File: src/rtl/shared_pkg.sv
// Constants and the data word type shared by the FIFO and its read-side adapter.
package shared_pkg;

  localparam int FIFO_WIDTH    = 16;
  localparam int FIFO_DEPTH    = 16;
  localparam int BUF_DEPTH_DEF = 2;

  typedef logic [FIFO_WIDTH-1:0] fifo_word_t;

endpackage

File: src/rtl/fifo_rd_adapter_if.sv
// Bundle of the FIFO read port and the downstream stream between FIFO, adapter and consumer.
interface fifo_rd_adapter_if #(
  parameter int FIFO_WIDTH = shared_pkg::FIFO_WIDTH
);

  logic                  fifo_empty;
  logic [FIFO_WIDTH-1:0] fifo_data_out;
  logic                  fifo_underflow;
  logic                  fifo_rd_en;

  // Stream: a word transfers on every clock edge where m_valid and m_ready are both 1.
  // Once m_valid is raised, m_valid and m_data hold until that transfer happens.
  logic [FIFO_WIDTH-1:0] m_data;
  logic                  m_valid;
  logic                  m_ready;

  modport master (
    input  fifo_empty, fifo_data_out, fifo_underflow, m_ready,
    output fifo_rd_en, m_data, m_valid
  );

  modport slave (
    output fifo_empty, fifo_data_out, fifo_underflow, m_ready,
    input  fifo_rd_en, m_data, m_valid
  );

endinterface

File: src/rtl/fifo_rd_skid_buf.sv
// Small circular skid buffer: push/pop pointers with wrap, an entry count and a synchronous flush.
module fifo_rd_skid_buf #(
  parameter int WIDTH = 16,
  parameter int DEPTH = 2,
  localparam int CNT_W = $clog2(DEPTH + 1),
  localparam int PTR_W = (DEPTH > 1) ? $clog2(DEPTH) : 1
) (
  input  logic             clk,
  input  logic             rst_n,
  input  logic             push,
  input  logic [WIDTH-1:0] push_data,
  input  logic             pop,
  input  logic             flush,
  output logic [WIDTH-1:0] rd_data,
  output logic [CNT_W-1:0] count
);

  logic [WIDTH-1:0] mem [DEPTH];
  logic [PTR_W-1:0] rd_ptr;
  logic [PTR_W-1:0] wr_ptr;

  function automatic logic [PTR_W-1:0] next_ptr(input logic [PTR_W-1:0] p);
    return (p == PTR_W'(DEPTH - 1)) ? '0 : p + 1'b1;
  endfunction

  always_ff @(posedge clk) begin
    if (push) mem[wr_ptr] <= push_data;
  end

  always_ff @(posedge clk or negedge rst_n) begin
    if (!rst_n) begin
      rd_ptr <= '0;
      wr_ptr <= '0;
      count  <= '0;
    end else if (flush) begin
      rd_ptr <= '0;
      wr_ptr <= '0;
      count  <= '0;
    end else begin
      if (push) wr_ptr <= next_ptr(wr_ptr);
      if (pop)  rd_ptr <= next_ptr(rd_ptr);
      // A simultaneous push and pop leaves the count unchanged, even when full.
      case ({push, pop})
        2'b10:   count <= count + 1'b1;
        2'b01:   count <= count - 1'b1;
        default: count <= count;
      endcase
    end
  end

  assign rd_data = mem[rd_ptr];

endmodule

File: src/rtl/fifo_rd_adapter.sv
// Read-side adapter: issues FIFO reads, absorbs the one-cycle read latency and re-presents words as a stream.
// Optional counters beat_cnt/stall_cnt are built when FIFO_RD_ADAPTER_STATS_EN is defined.
module fifo_rd_adapter
  import shared_pkg::*;
#(
  parameter int FIFO_WIDTH = shared_pkg::FIFO_WIDTH,
  parameter int BUF_DEPTH  = BUF_DEPTH_DEF,
  localparam int CNT_W = $clog2(BUF_DEPTH + 1)
) (
  input  logic                clk,
  input  logic                rst_n,
  input  logic                flush,
  fifo_rd_adapter_if.master   bus,
  output logic [CNT_W-1:0]    occupancy,
  output logic                err_underflow
`ifdef FIFO_RD_ADAPTER_STATS_EN
  ,
  output logic [31:0]         beat_cnt,
  output logic [31:0]         stall_cnt
`endif
);

  localparam int LVL_W = CNT_W + 1;

  logic                  inflight;
  logic                  pop;
  logic                  push;
  logic                  m_valid;
  logic [CNT_W-1:0]      count;
  logic [LVL_W-1:0]      level;
  logic [FIFO_WIDTH-1:0] rd_data;

  assign m_valid = (count != '0);
  assign pop     = m_valid & bus.m_ready;
  assign push    = inflight & ~flush;

  // Slots already committed once this cycle's pop leaves; m_ready reaches fifo_rd_en combinationally.
  assign level = LVL_W'(count) + LVL_W'(inflight) - LVL_W'(pop);

  assign bus.fifo_rd_en = ~bus.fifo_empty & ~flush & (level < LVL_W'(BUF_DEPTH));
  assign bus.m_valid    = m_valid;
  assign bus.m_data     = rd_data;
  assign occupancy      = count;

  fifo_rd_skid_buf #(
    .WIDTH (FIFO_WIDTH),
    .DEPTH (BUF_DEPTH)
  ) u_skid (
    .clk       (clk),
    .rst_n     (rst_n),
    .push      (push),
    .push_data (bus.fifo_data_out),
    .pop       (pop),
    .flush     (flush),
    .rd_data   (rd_data),
    .count     (count)
  );

  always_ff @(posedge clk or negedge rst_n) begin
    if (!rst_n) begin
      inflight      <= 1'b0;
      err_underflow <= 1'b0;
    end else begin
      inflight <= bus.fifo_rd_en;
      if (inflight && bus.fifo_underflow) err_underflow <= 1'b1;
    end
  end

`ifdef FIFO_RD_ADAPTER_STATS_EN
  always_ff @(posedge clk or negedge rst_n) begin
    if (!rst_n) begin
      beat_cnt  <= '0;
      stall_cnt <= '0;
    end else begin
      if (pop && (beat_cnt != '1)) beat_cnt <= beat_cnt + 32'd1;
      if (m_valid && !bus.m_ready && (stall_cnt != '1)) stall_cnt <= stall_cnt + 32'd1;
    end
  end
`endif

endmodule

File: src/flat_wrapper.sv
// flat-port wrapper written by rule: the top's interface ports become plain ports
module fifo_rd_adapter_flat import shared_pkg::*;
#(
  parameter int FIFO_WIDTH = shared_pkg::FIFO_WIDTH,
  parameter int BUF_DEPTH  = BUF_DEPTH_DEF,
  localparam int CNT_W = $clog2(BUF_DEPTH + 1)
)
  (clk, rst_n, flush, occupancy, err_underflow, bus_fifo_empty, bus_fifo_data_out, bus_fifo_underflow, bus_m_ready, bus_fifo_rd_en, bus_m_data, bus_m_valid);
  fifo_rd_adapter_if #(.FIFO_WIDTH(FIFO_WIDTH)) bus_i ();
  input  logic clk;
  input  logic rst_n;
  input  logic flush;
  output logic [CNT_W-1:0] occupancy;
  output logic err_underflow;
  input wire logic [$bits(bus_i.fifo_empty)-1:0] bus_fifo_empty;
  input wire logic [$bits(bus_i.fifo_data_out)-1:0] bus_fifo_data_out;
  input wire logic [$bits(bus_i.fifo_underflow)-1:0] bus_fifo_underflow;
  input wire logic [$bits(bus_i.m_ready)-1:0] bus_m_ready;
  output wire logic [$bits(bus_i.fifo_rd_en)-1:0] bus_fifo_rd_en;
  output wire logic [$bits(bus_i.m_data)-1:0] bus_m_data;
  output wire logic [$bits(bus_i.m_valid)-1:0] bus_m_valid;
  assign bus_i.fifo_empty = bus_fifo_empty;
  assign bus_i.fifo_data_out = bus_fifo_data_out;
  assign bus_i.fifo_underflow = bus_fifo_underflow;
  assign bus_i.m_ready = bus_m_ready;
  assign bus_fifo_rd_en = bus_i.fifo_rd_en;
  assign bus_m_data = bus_i.m_data;
  assign bus_m_valid = bus_i.m_valid;
  fifo_rd_adapter #(.FIFO_WIDTH(FIFO_WIDTH), .BUF_DEPTH(BUF_DEPTH)) u_core (.clk(clk), .rst_n(rst_n), .flush(flush), .bus(bus_i), .occupancy(occupancy), .err_underflow(err_underflow));
endmodule
File: config.mk
export PLATFORM = sky130hd
export DESIGN_NAME = fifo_rd_adapter_flat
export DESIGN_NICKNAME = d
export VERILOG_FILES = /design/src/rtl/shared_pkg.sv /design/src/rtl/fifo_rd_adapter_if.sv /design/src/rtl/fifo_rd_skid_buf.sv /design/src/rtl/fifo_rd_adapter.sv /design/src/flat_wrapper.sv
export SDC_FILE = /design/constraint.sdc
export NUM_CORES = 1
export LEC_CHECK = 0
export BUFFER_PORTS_ARGS = -buffer_cell sky130_fd_sc_hd__buf_2
export CELL_PAD_IN_SITES_DETAIL_PLACEMENT = 0
export CELL_PAD_IN_SITES_GLOBAL_PLACEMENT = 1
export CORE_MARGIN = 2
export CORE_UTILIZATION = 40
export CTS_CLUSTER_DIAMETER = 60
export DETAILED_ROUTE_END_ITERATION = 6
export GPL_ROUTABILITY_DRIVEN = 1
export PLACE_DENSITY_LB_ADDON = 0.1
export SETUP_SLACK_MARGIN = 0.1
export SLEW_MARGIN = 30
export SYNTH_ARGS = -nofsm -noshare
export SYNTH_HDL_FRONTEND = slang
export SYNTH_SLANG_ARGS = --single-unit
File: constraint.sdc
create_clock -name clk -period 6.4 [get_ports clk]
set_clock_uncertainty 0.15 [all_clocks]
set_input_delay 0.96 -clock clk [delete_from_list [all_inputs] [get_ports clk]]
set_output_delay 0.96 -clock clk [all_outputs]
set_load 0.01 [all_outputs]
==> impl_results.rst <==
.. list-table::
   :header-rows: 1

   * - Metric
     - Value
   * - Cts repair resizes
     - 0
   * - Biggest fanout along the worst timing path
     - 5
   * - Slowest Stage Delay on Critical Path
     - 0.38 ns
   * - Most Frequent Cell on Critical Path
     - sky130_fd_sc_hd__buf_2
   * - Highest ir drop seen on vdd
     - 0.154 mV
   * - Number of design rule violations left after detail routing
     - 0
   * - Slew Limit Headroom
     - 0.481
   * - Instance count of the mapped netlist
     - 84
   * - Filler cell count
     - 344
   * - Area fraction in compound gates after synthesis
     - 0.0323
   * - Post-layout minimum cycle time
     - 3.81 ns
   * - Actual slew at the worst max-slew pin
     - 0.778 ns
   * - Placer Congestion
     - around 0.76
   * - Most instantiated cells after synthesis
     - 32 x sky130_fd_sc_hd__edfxtp_1, 15 x sky130_fd_sc_hd__mux2_2, 6 x sky130_fd_sc_hd__dfrtp_1
   * - Die Footprint
     - 4290 um^2
   * - Leakage dissipation
     - approximately 0.00072 uW
   * - Routed vias/inst
     - 4.69
   * - Longest Clk Path Bufs
     - 2
   * - Tot GR Track Use
     - 0.132
   * - Iter 0 DRT Violations
     - 10
   * - Multiplexer fraction of the synthesized cell area
     - 0.126
   * - Syn Nets
     - roughly 110
   * - Number of flops mapped to enable cells by yosys
     - 32
   * - Area share of xor/xnor cells in the synthesized design
     - 0.0174
   * - Core ar.
     - 3630 um^2
   * - Max-cap violations
     - 0
   * - HPWL Detailed
     - approximately 1.7 mm
   * - Via count of the first global-routing pass
     - 850
   * - Fmax
     - 263 MHz
   * - Worst Setup SP
     - bus_m_ready
   * - Pwr Total
     - 466 uW
   * - Global-route congestion overflow total
     - 0
   * - Most instantiated flip-flop cell in the synthesis netlist
     - sky130_fd_sc_hd__edfxtp_1
   * - Wire length reported by the detailed router
     - 2.48 mm
   * - Number of iterations in the first detailed-routing pass
     - 4
   * - Critical path cell sequence
     - buf_2 -> o21a_1 -> ha_1 -> nand2b_1 -> fa_1 -> xor2_1 -> nor4b_1 -> buf_2
   * - Length in cells of the worst reg-to-reg path
     - 6
   * - Count of yosys warnings during synthesis
     - 0
   * - Height of the die
     - roughly 65 um
   * - Post-synthesis share of cell area spent on and, or, nand and nor gates
     - 0.0430
   * - Maximum number of pins on one net before global-route repair
     - 18
   * - Final worst path period share
     - 0.595
   * - Post-synthesis register bit count
     - 38
   * - Buf/Inv on CP
     - 2
   * - Initial core utilization
     - 0.416
   * - Clock tree from TritonCTS
     - yes
   * - Ys async rst share
     - 0.158
   * - Area post-placement
     - 1770 um^2
   * - Growth of design area from synthesis to finish
     - 22.7%
   * - Number of library cell types mapped by synthesis
     - 24
   * - First-pass GRT wire length
     - around 4 mm
   * - Buffer cell driving the clock tree root
     - sky130_fd_sc_hd__clkbuf_8
   * - Sequential area share after synthesis
     - 0.735
   * - Area of the mapped netlist
     - 1510 um^2
   * - Setup CP Type
     - in2out
   * - Pwr dens
     - 251 nW/um^2
   * - Share of layout cells above drive strength 1
     - 0.507
   * - Reg-to-reg startpoint
     - u_core.u_skid.count[1]
   * - Type of destination of the critical path
     - output pin
   * - Master of the slowest instance on the critical path
     - sky130_fd_sc_hd__fa_1
   * - Number of stages on the worst setup path
     - 8
   * - Share of synthesized cell area in full adder, half adder and majority cells
     - 0.0215
   * - Number of placement rows
     - 22
   * - Critical path data arrival time
     - 2.70 ns
   * - Top area cells in the synthesized netlist
     - sky130_fd_sc_hd__edfxtp_1 64%, sky130_fd_sc_hd__mux2_2 11%, sky130_fd_sc_hd__dfrtp_1 9.9%, sky130_fd_sc_hd__buf_6 1.5%, sky130_fd_sc_hd__fa_1 1.3%
   * - Critical path data required time
     - 5.29 ns
   * - Final Cell Area
     - 1850 um^2
   * - IO buf count
     - 42
   * - Type of the tightest min-delay check
     - reg2reg
   * - Final routed wire length divided by cell count
     - 13.6 um
   * - H-tree lvl count
     - 2
   * - DIE WIDTH
     - roughly 65 um
   * - Nature of the critical path startpoint
     - input pin
   * - Most area-hungry cell type in the Yosys netlist
     - sky130_fd_sc_hd__edfxtp_1
   * - Final antenna-violating net count
     - 0
   * - Vias after detailed routing
     - between 800 and 900
   * - Hold-fix buffers, CTS
     - 0
   * - Antenna violations before repair
     - 0
   * - CTS buffer count
     - 5
   * - Hold path startpoint
     - u_core.err_underflow
   * - Main combinational cell family by area after synthesis
     - multiplexers
   * - Number of nets in the finished design
     - between 150 and 200
   * - Clock slew at the register clock pins of the worst setup and hold paths
     - 0.07 ns
   * - Setup repair after global routing missed its margin
     - no
   * - Clk Latency, worst-skew pair
     - about 0.28 ns
   * - Area share of the largest cell type after synthesis
     - 0.636
   * - Setup TNS
     - 0 ns
   * - Hold path depth
     - 1
   * - Ant. Diodes
     - 0
   * - # clock sinks
     - 38
   * - Mapped Avg Cell Area
     - 18.0 um^2
   * - Most repeated cell in the gate-level netlist after synthesis
     - sky130_fd_sc_hd__edfxtp_1
   * - Hold violation count in the final report
     - 0
   * - Final setup violating endpoints
     - 0
   * - Post-CTS Setup Bufs
     - 0
   * - Crit path max-delay family
     - adder cells
   * - Hold slack final
     - 0.305 ns
   * - Status
     - complete, no violations
   * - Number of slew-limit violations in the final report
     - 0
   * - Count of boundary I/O pins
     - between 40 and 50
   * - Post-layout util
     - 0.510
kinds of logic (layout without fill, tap and decap cells):
family / after synthesis / count (layout)
flip-flops: 38 / 38
multiplexers: 17 / 17
AND/OR/NAND/NOR: 12 / 12
AO/OA/AOI/OAI: 6 / 6
buffers and inverters: 6 / 56
XOR/XNOR: 3 / 3
adder cells (fa/ha/maj): 2 / 2
cells in the final DEF, fill, tap and decap left out, drive strengths merged, types with 2 or more instances in the layout:
| master | netlist | layout |
|---|---|---|
| inv | 4 | 4 |
| nand2b | 2 | 2 |
| xnor2 | 2 | 2 |
| or2 | 2 | 2 |
| buf | 2 | 44 |
| o21ai | 2 | 2 |
| dfrtp | 6 | 6 |
| clkinv | 0 | 3 |
| nor2 | 4 | 4 |
| edfxtp | 32 | 32 |
| clkbuf | 0 | 5 |
| mux2 | 16 | 16 |
per-stage QoR:
step | worst slack, ns | std cells
after CTS | 2.59 | 182
after floorplan | 2.79 | 84
after detailed placement | 2.59 | 174
after global routing | 2.41 | 182
final | 2.59 | 182
after global placement | 2.66 | 174
registers in the layout, summed over array words and instances (netlist names):
name / flops
u_core.u_skid.mem: 32
u_core.inflight: 1
u_core.u_skid.count: 2
u_core.err_underflow: 1
u_core.u_skid.rd_ptr: 1
u_core.u_skid.wr_ptr: 1
area by class of cell:
class / count / area (um^2) / share of cell area
Sequential cell: 38 / 1110 / 0.599
Multi-Input combinational cell: 40 / 363 / 0.196
Timing Repair Buffer: 44 / 225 / 0.121
Clock buffer: 5 / 68.8 / 0.0371
Tap cell: 48 / 60.1 / 0.0324
Inverter: 4 / 15.0 / 0.00810
Clock inverter: 3 / 11.3 / 0.00607
worst reg2reg max path: stages, from the launching register on:
cell and delay [ns]:
sky130_fd_sc_hd__dfrtp_1 0.49, sky130_fd_sc_hd__o21a_1 0.25, sky130_fd_sc_hd__ha_1 0.27, sky130_fd_sc_hd__nand2b_1 0.15, sky130_fd_sc_hd__fa_1 0.38, sky130_fd_sc_hd__xor2_1 0.15, sky130_fd_sc_hd__nor4b_1 0.34
layer usage:
metal,routed length [um],vias up,GRT usage
met4,33,0,0.0547
met2,1370,26,0.232
met5,0,-,0
met1,927,418,0.137
li1,-,406,-
met3,152,4,0.0582
where the power goes:
part           switching [uW]  leakage, uW  total, uW  internal (uW)
Sequential               6.06     0.000367        282            276
Clock                    73.0    0.0000407        145           72.5
Combinational            18.1     0.000309       38.0           19.8
path summary, 6_finish.rpt:
path | end | slack (ns)
worst max-delay path | bus_fifo_rd_en | 2.59
worst min-delay path | u_core.err_underflow | 0.31
worst max register to register | u_core.inflight | 4.10
worst min register to register | u_core.err_underflow | 0.31
max in group asynchronous | u_core.u_skid.count[0] | 5.62
min in group asynchronous | u_core.inflight | 0.34
(Power assumes the default switching activity.)
